[config.mk]
export PLATFORM = sky130hd
export DESIGN_NAME = sr_debounce_ctrl
export DESIGN_NICKNAME = d
export VERILOG_FILES = /design/src/rtl/sr_pkg.sv /design/src/rtl/sr_debounce_chan.sv /design/src/rtl/sr_debounce_ctrl.sv
export SDC_FILE = /design/constraint.sdc
export NUM_CORES = 1
export LEC_CHECK = 0
export ABC_AREA = 1
export CORE_UTILIZATION = 49
export CTS_CLUSTER_DIAMETER = 150
export DETAILED_ROUTE_END_ITERATION = 8
export PLACE_DENSITY = 0.72
export SLEW_MARGIN = 15
export SYNTH_ARGS = -nofsm -noshare
export SYNTH_HDL_FRONTEND = slang
export SYNTH_SLANG_ARGS = --single-unit
[constraint.sdc]
create_clock -name clk -period 1.15 [get_ports clk]
set_clock_uncertainty 0.05 [all_clocks]
set_input_delay 0.23 -clock clk [delete_from_list [all_inputs] [get_ports clk]]
set_output_delay 0.23 -clock clk [all_outputs]
set_load 0.03 [all_outputs]
[src/rtl/sr_pkg.sv]
// Shared types and defaults for the debounced SR latch controller.
// Holds the latch FSM state encoding and the default debounce length.
package sr_pkg;

  localparam int DEBOUNCE_CYCLES_DEF = 16;

  typedef enum logic [1:0] {
    Q_RESET  = 2'b00,
    Q_SET    = 2'b01,
    CONFLICT = 2'b10
  } sr_state_t;

endpackage

[src/rtl/sr_debounce_chan.sv]
// One button channel: 2-flop synchronizer, saturating debounce counter,
// stable level and a one-cycle pulse on its rising edge.
module sr_debounce_chan
  import sr_pkg::*;
#(
  parameter int DEBOUNCE_CYCLES = DEBOUNCE_CYCLES_DEF,
  parameter int CNT_W = $clog2(DEBOUNCE_CYCLES) + 1
) (
  input  logic clk,
  input  logic rst_n,
  input  logic i_raw,
  output logic o_lvl,
  output logic o_pulse
);

  localparam logic [CNT_W-1:0] CNT_MAX =
    CNT_W'(DEBOUNCE_CYCLES - 1);

  logic [1:0]       r_sync;
  logic             r_lvl;
  logic             r_lvl_d;
  logic             r_pulse;
  logic [CNT_W-1:0] r_cnt;

  logic w_diff;
  logic w_done;

  assign w_diff = r_sync[1] ^ r_lvl;
  assign w_done = w_diff && (r_cnt == CNT_MAX);

  always_ff @(posedge clk or negedge rst_n) begin
    if (!rst_n) begin
      r_sync  <= 2'b00;
      r_lvl   <= 1'b0;
      r_lvl_d <= 1'b0;
      r_pulse <= 1'b0;
      r_cnt   <= '0;
    end else begin
      r_sync  <= {r_sync[0], i_raw};
      r_lvl_d <= r_lvl;
      r_pulse <= r_lvl & ~r_lvl_d;
      // Any bounce back to the stable level restarts the count.
      if (!w_diff) begin
        r_cnt <= '0;
      end else if (w_done) begin
        r_cnt <= '0;
        r_lvl <= ~r_lvl;
      end else begin
        r_cnt <= r_cnt + 1'b1;
      end
    end
  end

  assign o_lvl   = r_lvl;
  assign o_pulse = r_pulse;

endmodule

[src/rtl/sr_debounce_ctrl.sv]
// Debounced set/reset buttons driving a registered NOR-style SR latch.
// Both levels high is reported as CONFLICT with q and notq both low.
module sr_debounce_ctrl
  import sr_pkg::*;
#(
  parameter int DEBOUNCE_CYCLES = DEBOUNCE_CYCLES_DEF,
  parameter int CNT_W = $clog2(DEBOUNCE_CYCLES) + 1
) (
  input  logic clk,
  input  logic rst_n,
  input  logic set_btn,
  input  logic rst_btn,
  output logic s_pulse,
  output logic r_pulse,
  output logic q,
  output logic notq,
  output logic invalid
);

  logic w_s_lvl;
  logic w_r_lvl;

  sr_state_t r_state;
  sr_state_t w_next;

  logic r_q, r_notq, r_inv;
  logic w_q, w_notq, w_inv;

  sr_debounce_chan #(
    .DEBOUNCE_CYCLES(DEBOUNCE_CYCLES),
    .CNT_W(CNT_W)
  ) u_set (
    .clk(clk),
    .rst_n(rst_n),
    .i_raw(set_btn),
    .o_lvl(w_s_lvl),
    .o_pulse(s_pulse)
  );

  sr_debounce_chan #(
    .DEBOUNCE_CYCLES(DEBOUNCE_CYCLES),
    .CNT_W(CNT_W)
  ) u_rst (
    .clk(clk),
    .rst_n(rst_n),
    .i_raw(rst_btn),
    .o_lvl(w_r_lvl),
    .o_pulse(r_pulse)
  );

  // Outputs are registered from the next state so they move with the pulses.
  always_ff @(posedge clk or negedge rst_n) begin
    if (!rst_n) begin
      r_state <= Q_RESET;
      r_q     <= 1'b0;
      r_notq  <= 1'b1;
      r_inv   <= 1'b0;
    end else begin
      r_state <= w_next;
      r_q     <= w_q;
      r_notq  <= w_notq;
      r_inv   <= w_inv;
    end
  end

  always_comb begin
    w_next = r_state;
    unique case (1'b1)
      (w_s_lvl & ~w_r_lvl): w_next = Q_SET;
      (~w_s_lvl & w_r_lvl): w_next = Q_RESET;
      (w_s_lvl & w_r_lvl):  w_next = CONFLICT;
      default: begin
        if (r_state == CONFLICT) w_next = Q_RESET;
      end
    endcase
  end

  always_comb begin
    w_q    = 1'b0;
    w_notq = 1'b1;
    w_inv  = 1'b0;
    unique case (w_next)
      Q_SET: begin
        w_q    = 1'b1;
        w_notq = 1'b0;
      end
      CONFLICT: begin
        w_notq = 1'b0;
        w_inv  = 1'b1;
      end
      default: begin
        w_q    = 1'b0;
        w_notq = 1'b1;
      end
    endcase
  end

  assign q       = r_q;
  assign notq    = r_notq;
  assign invalid = r_inv;

endmodule

==> Word level (Yosys, flattened, before mapping) <==
Cells that the tools add are included.
W data, S select, Z words.
{ "op_classes": {"reduce_logical": 5, "mux": 9, "add_sub_neg": 2, "n_bitwise": 11, "n_eq_ne": 5} }
{ "op_table": {"columns": ["op", "count"], "rows": [
  ["$mux W5", 4],
  ["$add A5 B1 Y5 const B", 2],
  ["$eq A5 B4 Y1 const B", 2],
  ["$pmux W2 S3", 1],
  ["$and A1 B1 Y1", 5],
  ["$eq A2 B2 Y1 const B", 2],
  ["$not A1 Y1", 4],
  ["$reduce_and A2 Y1", 2],
  ["$mux W1", 3],
  ["$eq A2 B1 Y1 const B", 1],
  ["$logic_and A1 B1 Y1", 2],
  ["$mux W2", 1],
  ["$reduce_or A2 Y1", 1],
  ["$xor A1 B1 Y1", 2]
]} }
{ "word_totals": {"ff_bits": 25, "elab_cells": 46, "output_inout_bits": 5, "inputBits": 4} }

==> Depth between registers and ports, before layout <==
Gate-level depths: netlist of the first run.
{ "depth": {"ltp_word": 6, "ltp_mapped": 6, "depth_no_buf": 6} }

==> Modules after synthesis <==
A second synthesis of the first run with hierarchy kept.
{ "hier_totals": {"cells_unflattened": 110, "hier_area_um2": 1046.0} }
{ "modules_own_cells": {"columns": ["mod", "seq_area_each_um2", "cells_per_inst", "area_per_inst_um2", "n_inst"], "rows": [
  ["sr_debounce_chan", 250.2, 46, 421.7, 2],
  ["sr_debounce_ctrl", 126.4, 18, 202.7, 1]
]} }

==> Worst setup path before layout of the first run <==
Ideal clock, no wire load.
{ "synth_path": {"path_kind": "flip-flop to flip-flop", "from": "register u_set.r_cnt[0]", "to": "register u_set.r_cnt[3]", "path_stages_with_launch": 7, "setup_slack_ps": 55, "arrival_ps": 928, "n_path_buf": 0, "t_required_ps": 983, "synth_period_minus_slack_ps": 1095, "setup_ps": 117, "cell_sequence": "dfrtp_1 ha_1 nand2_2 nor2_4 nand2_1 nor2_1 nor2_1"} }
{ "synth_via": {"elab_chain_len": 4, "word_cells_on_any_way": 5, "classes_between": "add/sub (1); eq/ne (1); mux (2); reduce/logical (1)"} }
{ "synth_rtl": {"columns": ["item", "line_no", "rtl"], "rows": [
  ["from (decl)", "sr_debounce_chan.sv:23", "logic [CNT_W-1:0] r_cnt;"],
  ["from (signal assigned)", "sr_debounce_chan.sv:49", "r_cnt <= r_cnt + 1'b1;"],
  ["branches (longest 2 deep; another with $add A5 B1 Y5)", null, null],
  ["$mux W5 *", "sr_debounce_chan.sv:45", "end else if (w_done) begin"],
  ["$mux W5 *", "sr_debounce_chan.sv:43", "if (!w_diff) begin"]
]} }
Every way passes the cells marked *.
A chain may end at the register's enable or synchronous reset.

==> Worst setup path in the final report of the first run <==
{ "layout_path": {"from": "register r_notq (netlist: notq)", "to": "output port notq"} }
{ "layout_lines": {"columns": ["item", "line_no", "rtl"], "rows": [
  ["from (decl)", "sr_debounce_ctrl.sv:26", "logic r_q, r_notq, r_inv;"],
  ["from (signal assigned)", "sr_debounce_ctrl.sv:61", "r_notq <= w_notq;"],
  ["to (decl)", "sr_debounce_ctrl.sv:16", "output logic notq,"]
]} }
No word-level cell between the ends.

==> metrics.md, run 1 <==
| Metric | Value |
|---|---|
| Root Driver | clkbuf_4 |
| H-tree depth | 1 |
| Cell Rows | 16 |
| Syn Area/Cell | 9.78 µm² |
| Vias | 763 |
| Total wire length | 1790 µm |
| Post-synth cell types | 16 |
| Warnings, synthesis | 0 |
| Routed Antenna Nets | 0 |
| Final count of hold timing violations | 0 |
| RSZ-0062 raised after global routing | true |
| Net Sw Power | 363 µW |
| Nets | 139 |
| Wire per inst | 11.4 µm |
| Initial Utilization | 0.518 |
| Final worst path period need | 1280 ps |
| Cell type with the largest total area after synthesis | dfrtp_1 |
| Placed Cells | 145 |
| Die area | 2260 µm² |
| Crit path max fanout | 1 |
| Die Y | 47.6 µm |
| Sw frac | 0.247 |
| Worst vdd ir | 0.000708 V |
| DRT iter0 DRCs | 11 |
| Synth Register Bits | 25 |
| Yosys top cell area share | 0.590 |
| Setup violations, final | 3 |
| Sequential element share of the synthesized area | 0.616 |
| N_diodes | 0 |
| Reg2Reg Capture Point | u_set.r_cnt[3]$_DFF_PN0_ |
| Syn nets | 112 |
| Worst r2r src | u_set.r_cnt[1]$_DFF_PN0_ |
| Crit path arrival time | 1000 ps |
| Violated checks | negative setup slack |
| I/O pin total | 9 |
| CP Launch Type | flop |
| Total gr overflow | 0 |
| Sequential Power Share | 0.634 |
| Max Clock Freq | 783 MHz |
| Vias in the first global route | 628 |
| HP Class | input pin to async pin |
| Pin count of the biggest net entering global routing | 18 |
| CP bufs+invs | 1 |
| Drt drc | 0 |
| Internal power | 1110 µW |
| Worst Setup End Kind | primary output |
| Top cell family by delay on the critical path | flip-flops |
| CP cell instances | buf_6 |
| Setup Crit Path Kind | flop to primary output |
| WHS | 234 ps |
| First-pass DRT Iterations | 4 |
| Filler cells | 159 |
| CP max stage cell | dfstp_2 |
| Largest cells by area after synthesis | dfrtp_1 59%, nand2_1 7.7%, nor2_1 5.2%, ha_1 4.9%, nand3_1 4.4% |
| Required time of the critical path | 870 ps |
| Layout cell share with drive strength beyond 1 | 0.369 |
| Core area | 1960 µm² |
| Post-synthesis cell count | 104 |
| Area Growth Syn to Fin | 32.6% |
| Cell Area, Synth | 1020 µm² |
| Max Cap Viol | 0 |
| Die span in x | 47.6 µm |
| Leak pwr | 0.000680 µW |
| DPL Wire Length | 1150 µm |
| Vias/cell | 4.86 |
| Slew Limit Fails | 0 |
| P per Cell Area | 1090 nW/µm² |
| Tcrit/Tclk final | 1.11 |
| Worst slew pin tran | 276 ps |
| # clock sinks | 25 |
| CTS tree | yes |
| Peak per-stage delay on the critical path | 550 ps |
| Gate power share | 0.093 |
| Clk pwr share | 0.273 |
| CTS buffer count | 3 |
| Flop2flop setup slack | -10 ps |
| Status | finished with violations |
| Routability cong. | 0.734 |
| Max clock buf depth | 2 |
| Clock transition at the registers of the reported paths | 140 ps |
| Wire length of the first global-routing pass | 2490 µm |
| Port bufs | 8 |
| Tot GR Track Use | 0.158 |
| Final WS setup | -128 ps |
| Latest clock arrival within the worst-skew pair | 310 ps |
| Normalized max-slew margin | 0.816 |
| Antenna violations before repair | 0 |
| Non-Filler Instances | 157 |
| Reg2Reg Depth | 6 |
[cell usage in the layout, fill, tap and decap left out, types with 3 or more instances in the layout]
master            n
buf_4            13
buf_6             5
clkbuf_4          3
clkdlybuf4s50_1   3
dfrtp_1          24
inv_1            12
nand2_1          20
nand2_2           7
nand3_1           6
nand4_1           3
nor2_1           11
nor2_2            4
[Yosys cell counts (all sizes together)]
cell / n
dfstp: 1
dfrtp: 24
ha: 4
nand3: 9
nand2: 28
nor3: 2
o21ai: 2
nand4: 3
inv: 14
nor2: 17
[metal layers]
| layer | vias to the layer above | global-route usage | share of wire |
|---|---|---|---|
| li1 | 375 | - | - |
| met1 | 370 | 0.210 | 0.43 |
| met2 | 15 | 0.260 | 0.53 |
| met3 | 3 | 0.0340 | 0.032 |
| met4 | 0 | 0.0500 | 0.0056 |
| met5 | - | 0 | 0 |
[power by group through the flow]
stage               sequential (µW)  combinational [µW]  clock [µW]
floorplan                       945                46.2           0
CTS                             926                 119         406
finish                          931                 136         401
detailed placement              943                 111           0
global route                    935                 154         464
global placement                942                 107           0
[worst max path at each step]
stage          cells after the start                startpoint  slack, ps                        to
2_1_floorplan                      6  u_set.r_cnt[0]$_DFF_PN0_         60  u_set.r_cnt[3]$_DFF_PN0_
3_3_place_gp                       6  u_set.r_cnt[1]$_DFF_PN0_         30  u_set.r_cnt[3]$_DFF_PN0_
3_5_place_dp                       5   u_set.o_lvl$_DFFE_PN0P_        -10               q$_DFF_PN0_
4_1_cts                            1            notq$_DFF_PN1_       -130                      notq
5_1_grt                            1            notq$_DFF_PN1_       -170                      notq
6_report                           1            notq$_DFF_PN1_       -130                      notq
[timing repair]
item                                    in CTS  in global routing
endpoints found under the setup margin       8                 17
gates resized for setup                      7                 14
hold buffers                                 0                  0
pin swaps                                    0                  5
buffers inserted                             1                  7
[registers in the layout, summed over array words and instances (netlist names), 2 cells and up]
name and cells:
r_state 2, u_rst.r_cnt 5, u_set.r_sync 2, u_rst.r_sync 2
u_set.r_cnt 5
[cells by family (layout without fill, tap and decap cells)]
family / count (synthesis) / after routing / share of synthesized area
AO/OA/AOI/OAI: 2 / 2 / 0.00983
adder cells (fa/ha/maj): 4 / 4 / 0.0492
buffers and inverters: 14 / 40 / 0.0517
flip-flops: 25 / 25 / 0.616
AND/OR/NAND/NOR: 59 / 59 / 0.273
[metrics by stage]
step	util	power, µW	setup TNS, ps	area [µm²]	setup WS (ps)
after detailed placement	0.599	1050	-15.7	1180	-13.7
after global placement	0.599	1050	0	1180	33.2
after global routing	0.688	1550	-735	1350	-175
final	0.688	1470	-144	1350	-128
after floorplan	-	992	0	1020	55.2
after CTS	0.630	1450	-129	1240	-129
[final cells by class]
| type | instances | area (µm²) | share of cell area |
|---|---|---|---|
| well taps | 27 | 33.8 | 0.0250 |
| flip-flops and latches | 25 | 627 | 0.465 |
| repair buffers | 22 | 204 | 0.151 |
| multi-input cells | 65 | 402 | 0.298 |
| inverters | 14 | 52.6 | 0.0390 |
| clock buffers | 3 | 22.5 | 0.0167 |
| clock inverters | 1 | 7.51 | 0.00557 |
No activity file was read; power rests on OpenSTA's default activity.
==> run 2: changes to the inputs <==
Settings changed: CAP_MARGIN set to 20, CORE_UTILIZATION 49 to 52, CTS_BUF_LIST set to sky130_fd_sc_hd__clkbuf_4, PLACE_DENSITY 0.72 to 0.76.
==> run 2 against run 1 <==
Net effect:
- the run still ends with negative setup slack left
- largest cell class unchanged
- cell area rose by 3.0%
- die area decreased by 5.5%
- largest power group unchanged
- clock power up 1%
- register-to-register slack is essentially flat
- critical endpoint unchanged
- via count up 1.3%
- clock-buffer cell count is the same
- combinational power rose by 6%
- critical path type unchanged
- cell count decreased by 1.3%
- global-route usage grew 4.9 points
- sequential share of layout area is 1.3 points lower
==> metrics.md, run 2 (synthesis results as in run 1) <==
| Metric | Value |
|---|---|
| Area Growth Syn to Fin | 36.5% |
| Worst r2r src | u_rst.r_cnt[1]$_DFF_PN0_ |
| RSZ-0062 raised after global routing | true |
| CTS tree | yes |
| Initial Utilization | 0.571 |
| Final count of hold timing violations | 0 |
| H-tree depth | 1 |
| Final core utilization | 0.779 |
| Vias in the first global route | 698 |
| Internal power | 1110 µW |
| WHS | 178 ps |
| Sw frac | 0.255 |
| Port bufs | 8 |
| P per Cell Area | 1070 nW/µm² |
| Wire per inst | 13.0 µm |
| Clk pwr share | 0.274 |
| Final WS setup | -136 ps |
| Core area | 1780 µm² |
| Vias/cell | 4.99 |
| Commonest cells after routing, fill and taps aside | 24 x dfrtp_1, 16 x nand2_1, 13 x buf_4 |
| Most common cell after layout, fill and taps aside | dfrtp_1 |
| Required time of the critical path | 870 ps |
| Max clock buf depth | 2 |
| Die span in x | 46.2 µm |
| Setup Crit Path Kind | flop to primary output |
| Peak per-stage delay on the critical path | 550 ps |
| Cell count along the critical path | 1 |
| Tot GR Track Use | 0.207 |
| Latest clock arrival within the worst-skew pair | 330 ps |
| DRT iter0 DRCs | 12 |
| First-pass DRT Iterations | 4 |
| # clock sinks | 25 |
| Leak pwr | 0.000693 µW |
| Total wire length | 2020 µm |
| Wire length of the first global-routing pass | 2950 µm |
| Antenna violations before repair | 0 |
| Max Cap Viol | 0 |
| Fin area | 1390 µm² |
| CP cell instances | buf_6 |
| HP Class | input pin to async pin |
| Nets | 139 |
| Filler cells | 108 |
| Die area | 2140 µm² |
| Slew Limit Fails | 0 |
| Status | finished with violations |
| Sequential Power Share | 0.630 |
| Top cell family by delay on the critical path | flip-flops |
| Tcrit/Tclk final | 1.12 |
| Normalized max-slew margin | 0.808 |
| CP Launch Type | flop |
| Gate power share | 0.097 |
| CP bufs+invs | 1 |
| Max Clock Freq | 778 MHz |
| Setup violations, final | 3 |
| Vias | 773 |
| Largest regs | u_rst.r_cnt (5), u_set.r_cnt (5) |
| Worst setup path endpoint | notq |
| Worst Setup End Kind | primary output |
| Final worst path period need | 1290 ps |
| I/O pin total | 9 |
| Pin count of the biggest net entering global routing | 26 |
| Clock transition at the registers of the reported paths | 140 ps |
| Worst slew pin tran | 288 ps |
| N_diodes | 0 |
| Flop2flop setup slack | -10 ps |
| CTS buffer count | 3 |
| Cell Rows | 15 |
| CP max stage cell | dfstp_2 |
| Drt drc | 0 |
| Crit path max fanout | 1 |
| Routability cong. | 0.806 |
| DPL Wire Length | 1350 µm |
| Routed Antenna Nets | 0 |
| Die Y | 46.2 µm |
| Setup WS pre-CTS | -17.5 ps |
| Layout cell share with drive strength beyond 1 | 0.415 |
| Worst Setup SP | notq$_DFF_PN1_ |
| Root Driver | clkbuf_4 |
| Worst vdd ir | 0.00101 V |
| Reg2Reg Capture Point | u_rst.o_lvl$_DFFE_PN0P_ |
| Violated checks | negative setup slack |
| Placed Area | 1170 µm² |
| Hold buffers post-CTS | 0 |
| Reg2Reg Depth | 6 |
| Crit path arrival time | 1010 ps |
| TNS Setup | -161 ps |
| Total gr overflow | 0 |
| Net Sw Power | 378 µW |
==> run 2: cell counts in the layout (fill, tap and decap cells not counted) <==
No cell type changed its count.
==> run 2: repair_timing <==
action / in CTS / in global routing
endpoints found under the setup margin: 9 / 16
resized for setup: 7 / 24
gates cloned: 0 / 0
pin swaps: 3 / 14
setup buffers: 5 / 3
==> run 2: how the worst min path moves through the flow <==
stage                     slack [ps]  depth (start not counted)                        end                 startpoint
final                            180                          2    u_rst.r_lvl_d$_DFF_PN0_                      rst_n
after global routing             180                          2    u_rst.o_pulse$_DFF_PN0_                      rst_n
after CTS                        200                          2   u_set.r_cnt[2]$_DFF_PN0_                      rst_n
after detailed placement         290                          0  u_set.r_sync[1]$_DFF_PN0_  u_set.r_sync[0]$_DFF_PN0_
after global placement           290                          0  u_set.r_sync[1]$_DFF_PN0_  u_set.r_sync[0]$_DFF_PN0_
after floorplan                 -120                          0          invalid$_DFF_PN0_                      rst_n
==> run 2: stage by stage <==
step / power, µW / instances
3_5_place_dp: 1060 / 143
5_1_grt: 1550 / 155
3_3_place_gp: 1050 / 143
6_report: 1490 / 155
2_1_floorplan: 992 / 104
4_1_cts: 1450 / 152
==> run 2: cell type report <==
type | instances | area, µm² | share of cell area
sequential | 25 | 627 | 0.451
multi-input combinational | 65 | 444 | 0.320
timing repair buffer | 22 | 204 | 0.147
inverter | 14 | 52.6 | 0.0378
tap | 25 | 31.3 | 0.0225
clock buffer | 3 | 22.5 | 0.0162
clock inverter | 1 | 7.51 | 0.00541
==> run 2: power groups by stage <==
stage / clock [µW] / combinational (µW) / sequential, µW
final: 407 / 144 / 936
after global routing: 454 / 159 / 940
after CTS: 401 / 126 / 926
after detailed placement: 0 / 117 / 943
after global placement: 0 / 110 / 940
after floorplan: 0 / 46.2 / 945
==> run 2: routing by layer <==
metal / share of wire / vias up / track usage
met5: 0 / - / 0
met4: 0.036 / 0 / 0.129
met3: 0.043 / 9 / 0.0549
met2: 0.50 / 22 / 0.318
met1: 0.42 / 366 / 0.258
li1: - / 376 / -
==> variant 1, RTL diff (config.mk and constraints of run 1) <==
Remove the register `r_inv`: a continuous assignment takes its place, so the output `invalid` follows one clock earlier.
--- a/src/rtl/sr_debounce_ctrl.sv
+++ b/src/rtl/sr_debounce_ctrl.sv
@@ -54,14 +54,14 @@
       r_state <= Q_RESET;
       r_q     <= 1'b0;
       r_notq  <= 1'b1;
-      r_inv   <= 1'b0;
     end else begin
       r_state <= w_next;
       r_q     <= w_q;
       r_notq  <= w_notq;
-      r_inv   <= w_inv;
     end
   end
+
+  assign r_inv = w_inv;
 
   always_comb begin
     w_next = r_state;
Formal check against the unedited RTL: same outputs for any inputs over 10 cycles, from zero or initial values and one cycle with rst_n low; that may be too few to reach the edited logic, so the function may still have changed.
==> variant 1 against run 1 <==
  * The flow still finishes with violations (negative setup slack)
  * Setup slack worse by 320 ps
  * Total power is 1.8% higher
  * Area after synthesis is 2.5% lower
  * Routed wire length is 1.5% higher
  * Non-clock buffer count is 1 higher
  * Sequential cell count is 1 lower
  * Design area is 1.2% higher
  * Largest cell class unchanged
==> variant 1: results (changes against run 1) <==
metric;value;unit;change
grtUsageTotal;18.5;%;was 15.8%
r2r_end;q;;was u_set.r_cnt[3]
grt_max_degree;17;;was 18
place_congestion;0.848;;was 0.734
setup_violations;4;;was 3
final_cells;155;;was 157
dp.cells;146;;was 145
grt_pass1_vias;697;;was 628
wl_per_cell;11.7;um;was 11.4 um
syn_avg_cell_area;9.63;um2;was 9.78 um2
clkTransAtPathRegs;120;ps;was 140 ps
fin_ws;-447;ps;was -128 ps
synth_commonest_cells;23 x dfrtp_1, 21 x nand2_1, 14 x nor2_1, 12 x inv_1, 9 x nand3_1;;was 24 x dfrtp_1, 21 x nand2_1, 14 x nor2_1, 12 x inv_1, 9 x nand3_1
syn-num-nets;111;;was 112
synthTopCellsByArea;dfrtp_1 58%, nand2_1 7.9%, nor2_1 5.3%;;was dfrtp_1 59%, nand2_1 7.7%, nor2_1 5.2%
setup_tns;-588;ps;was -144 ps
placed_cell_area;0.00118;mm2;about the same
netlist_area;992;um2;was 0.00102 mm2
status;complete, but fails checks;;unchanged
crit_end;invalid;;was notq
drt-initial-drc-count;2;;was 11
violations;negative setup slack;;unchanged
holdWs;150;ps;was 234 ps
post_cts_buffers;2;;was 1
slew_headroom;80.6;%;was 81.6%
r2r_start;u_rst.o_lvl;;was u_set.r_cnt[1]
ir_worst_vdd;0.000837;V;was 0.000708 V
## variant 1: cell types whose count changed after synthesis, sizes merged
cell	change
dfrtp	-1
## variant 1: area by class of cell
| type | instances | area (um2) |
|---|---|---|
| Clock buffer | 4 | 36.3 |
| Fill cell | 126 | 455 |
| Inverter | 14 | 52.6 |
| Multi-Input combinational cell | 65 | 444 |
| Sequential cell | 24 | 602 |
| Tap cell | 25 | 31.3 |
| Timing Repair Buffer | 23 | 199 |
## variant 1: power breakdown
| part | internal, mW | switching, mW | total, mW | leakage (nW) |
|---|---|---|---|---|
| combinational | 0.0756 | 0.0740 | 0.150 | 0.341 |
| sequential | 0.871 | 0.0256 | 0.897 | 0.317 |
| clock | 0.194 | 0.254 | 0.448 | 0.0210 |
| total | 1.14 | 0.354 | 1.49 | 0.679 |
## variant 1: kinds of logic (layout without fill, tap and decap cells)
| kind of cell | Yosys count | in the layout |
|---|---|---|
| AOI/OAI and AO/OA | 2 | 2 |
| adders and majority gates | 4 | 4 |
| buffers and inverters | 14 | 41 |
| DFF | 24 | 24 |
| and+or+nand+nor | 59 | 59 |
## variant 1: metal layers
metal / global-route usage, % / vias to the layer above / part of all wire (%)
met3: 5.38 / 5 / 2.6
li1: - / 375 / -
met5: 0 / - / 0
met4: 6.86 / 0 / 1.8
met1: 23.7 / 371 / 44
met2: 30.0 / 10 / 52
## variant 1: critical path, cell delays in order (launching register included)
cell and delay, ps:
dfrtp_1 420, o21ai_1 280, ha_4 180, buf_6 120
## variant 1: per-stage QoR
step / power, mW / setup slack [ps]
after CTS: 1.47 / -458
after global routing: 1.55 / -524
after detailed placement: 1.02 / -111
after global placement: 1.01 / -85.3
after floorplan: 0.957 / -61.0
final: 1.49 / -447
==> variant 2, RTL diff (settings of run 1) <==
Made on the original files. Change the package constant `DEBOUNCE_CYCLES_DEF` from 16 to 32.
--- a/src/rtl/sr_pkg.sv
+++ b/src/rtl/sr_pkg.sv
@@ -2,7 +2,7 @@
 // Holds the latch FSM state encoding and the default debounce length.
 package sr_pkg;
 
-  localparam int DEBOUNCE_CYCLES_DEF = 16;
+  localparam int DEBOUNCE_CYCLES_DEF = 32;
 
   typedef enum logic [1:0] {
     Q_RESET  = 2'b00,
Function: no difference found for any inputs over 10 cycles, from zero or initial values and one cycle with rst_n low; that may be too few to reach the edited logic, so the function may still have changed.
==> variant 2 against run 1 <==
  * The flow still finishes with violations (negative setup slack)
  * First-iteration DRC count increased by 9.1%
  * Die area is 4.8% higher
  * Routed wire length fell by 3.4%
  * Core utilization rose by 0.88 points
  * Area after synthesis increased by 5.0%
  * Sequential share of layout area grew 2.1 points
  * Design area up 3.3%
  * Largest power group unchanged
  * Total power increased by 3.8%
  * Setup slack gained 8.0 ps
  * Sequential cell count increased by 2
  * Non-clock buffer count unchanged
  * Final cell count decreased by 2.5%
  * Fmax increased by 0.63%
==> variant 2: results (changes against run 1) <==
metric;value;unit;change
reg_top3;u_rst.r_cnt (6), u_set.r_cnt (6);;was u_rst.r_cnt (5), u_set.r_cnt (5)
fin_ws;-120;ps;was -128 ps
status;complete, but fails checks;;unchanged
clockBufferDepth;2;;unchanged
synth_commonest_cells;26 x dfrtp_1, 18 x nor2_1, 14 x inv_1, 10 x nand2_1;;was 24 x dfrtp_1, 21 x nand2_1, 14 x nor2_1, 12 x inv_1, 9 x nand3_1
diodes;0;;unchanged
worstSetupStartpoint;notq;;unchanged
yosysWarnings;0;;unchanged
synthTopCellsByArea;dfrtp_1 61%, nor2_1 6.3%, inv_1 4.9%;;was dfrtp_1 59%, nand2_1 7.7%, nor2_1 5.2%
syn-num-nets;108;;was 112
worstSkewPairLatency;320;ps;
r2r_start;u_rst.r_cnt[0];;was u_set.r_cnt[1]
grtUsageTotal;15.6;%;was 15.8%
r2r_end;u_rst.r_cnt[2];;was u_set.r_cnt[3]
final_nets;135;;was 139
reg2reg_depth;6;;unchanged
grt_pass1_wl;2730;um;was 2490 um
holdWs;180;ps;was 234 ps
nFillCells;141;;was 159
ys_seq_area_share;63.3;%;was 61.6%
violations;negative setup slack;;unchanged
vias_per_cell;4.72;;was 4.86
cp_slowest_cell;dfstp_2;;unchanged
cpPeakStageDelay;550;ps;about the same
clkTransAtPathRegs;140;ps;about the same
met1Wirelength;743;um;was 772 um
postSynth.asyncResetShare;100;%;unchanged
ir_worst_vdd;0.000940;V;was 0.000708 V
yosysUniqueCellTypes;14;;was 16
grt_max_degree;16;;was 18
met2_length;913;um;was 947 um
place_congestion;0.796;;was 0.734
rrSetupSlack;-10;ps;about the same
hold_path.class;primary input to async pin;;unchanged
dr.pass1.iters;4;;unchanged
cts_made_buffers;3;;unchanged
hpwl;1130;um;was 1150 um
setup_violations;4;;was 3
htree_levels;1;;unchanged
antenna_found_initial;0;;unchanged
portBuffers;8;;unchanged
route.met3.wl;55;um;was 57 um
layout-drive-gt1-share;33.3;%;was 36.9%
leakagePower;0.683;nW;was 0.680 nW
tightest_slew;210;ps;was 276 ps
totalWireLength;1730;um;was 1790 um
drt-initial-drc-count;12;;was 11
cts_root_buffer;clkbuf_4;;unchanged
p_sw;0.353;mW;was 0.363 mW
cp.arrival;990;ps;
grt_pass1_vias;677;;was 628
crit_family;flip-flops;;unchanged
==> variant 2: worst max path at each step <==
stage | endpoint | slack, ps | cells after the start
after floorplan | u_rst.r_cnt[3] | 40 | 6
after global placement | notq | 20 | 3
after detailed placement | q | -40 | 4
after CTS | notq | -140 | 1
after global routing | notq | -160 | 1
final | notq | -120 | 1
==> variant 2: routing by layer <==
layer,vias up,track usage (%)
met3,2,2.83
met2,13,25.0
met1,344,19.2
li1,363,-
met5,-,0
met4,0,10.3
==> variant 2: final cells by class <==
cell class,instances,share of cell area [%]
Clock buffer,3,1.62
Clock inverter,1,0.359
Inverter,14,3.77
Multi-Input combinational cell,59,29.5
Sequential cell,27,48.6
Tap cell,27,2.42
Timing Repair Buffer,22,13.7
==> variant 2: power groups by stage <==
| stage | Combinational, mW | Sequential (mW) | Clock [mW] |
|---|---|---|---|
| final | 0.129 | 0.997 | 0.397 |
| after global routing | 0.146 | 1.00 | 0.451 |
| after CTS | 0.111 | 0.992 | 0.411 |
| after detailed placement | 0.106 | 1.01 | 0 |
| after global placement | 0.102 | 1.01 | 0 |
| after floorplan | 0.0393 | 1.01 | 0 |
==> variant 2: cells by family (layout without fill, tap and decap cells) <==
family,count (synthesis),after routing,synth area share (%)
buffers and inverters,14,40,4.92
AND/OR/NAND/NOR,43,43,18.9
XOR/XNOR,6,6,4.92
adder cells (fa/ha/maj),4,4,4.68
flip-flops,27,27,63.3
AO/OA/AOI/OAI,6,6,3.28
==> variant 2: through the flow <==
| stage | std cells | power (mW) | worst slack [ps] | TNS, ps | cell area, um2 |
|---|---|---|---|---|---|
| 2_1_floorplan | 100 | 1.05 | 35.9 | 0 | 1070 |
| 3_3_place_gp | 145 | 1.11 | 24.5 | 0 | 1240 |
| 3_5_place_dp | 145 | 1.11 | -40.2 | -75.1 | 1240 |
| 4_1_cts | 149 | 1.51 | -137 | -147 | 1330 |
| 5_1_grt | 153 | 1.60 | -165 | -743 | 1390 |
| 6_report | 153 | 1.52 | -120 | -146 | 1390 |
==> variant 2: timing repair <==
| item | in CTS | in global routing |
|---|---|---|
| buffers inserted | 0 | 4 |
| pin swaps | 3 | 8 |
| resized for setup | 13 | 10 |
| endpoints found under the setup margin | 14 | 20 |
| hold endpoints to repair | 0 | 0 |
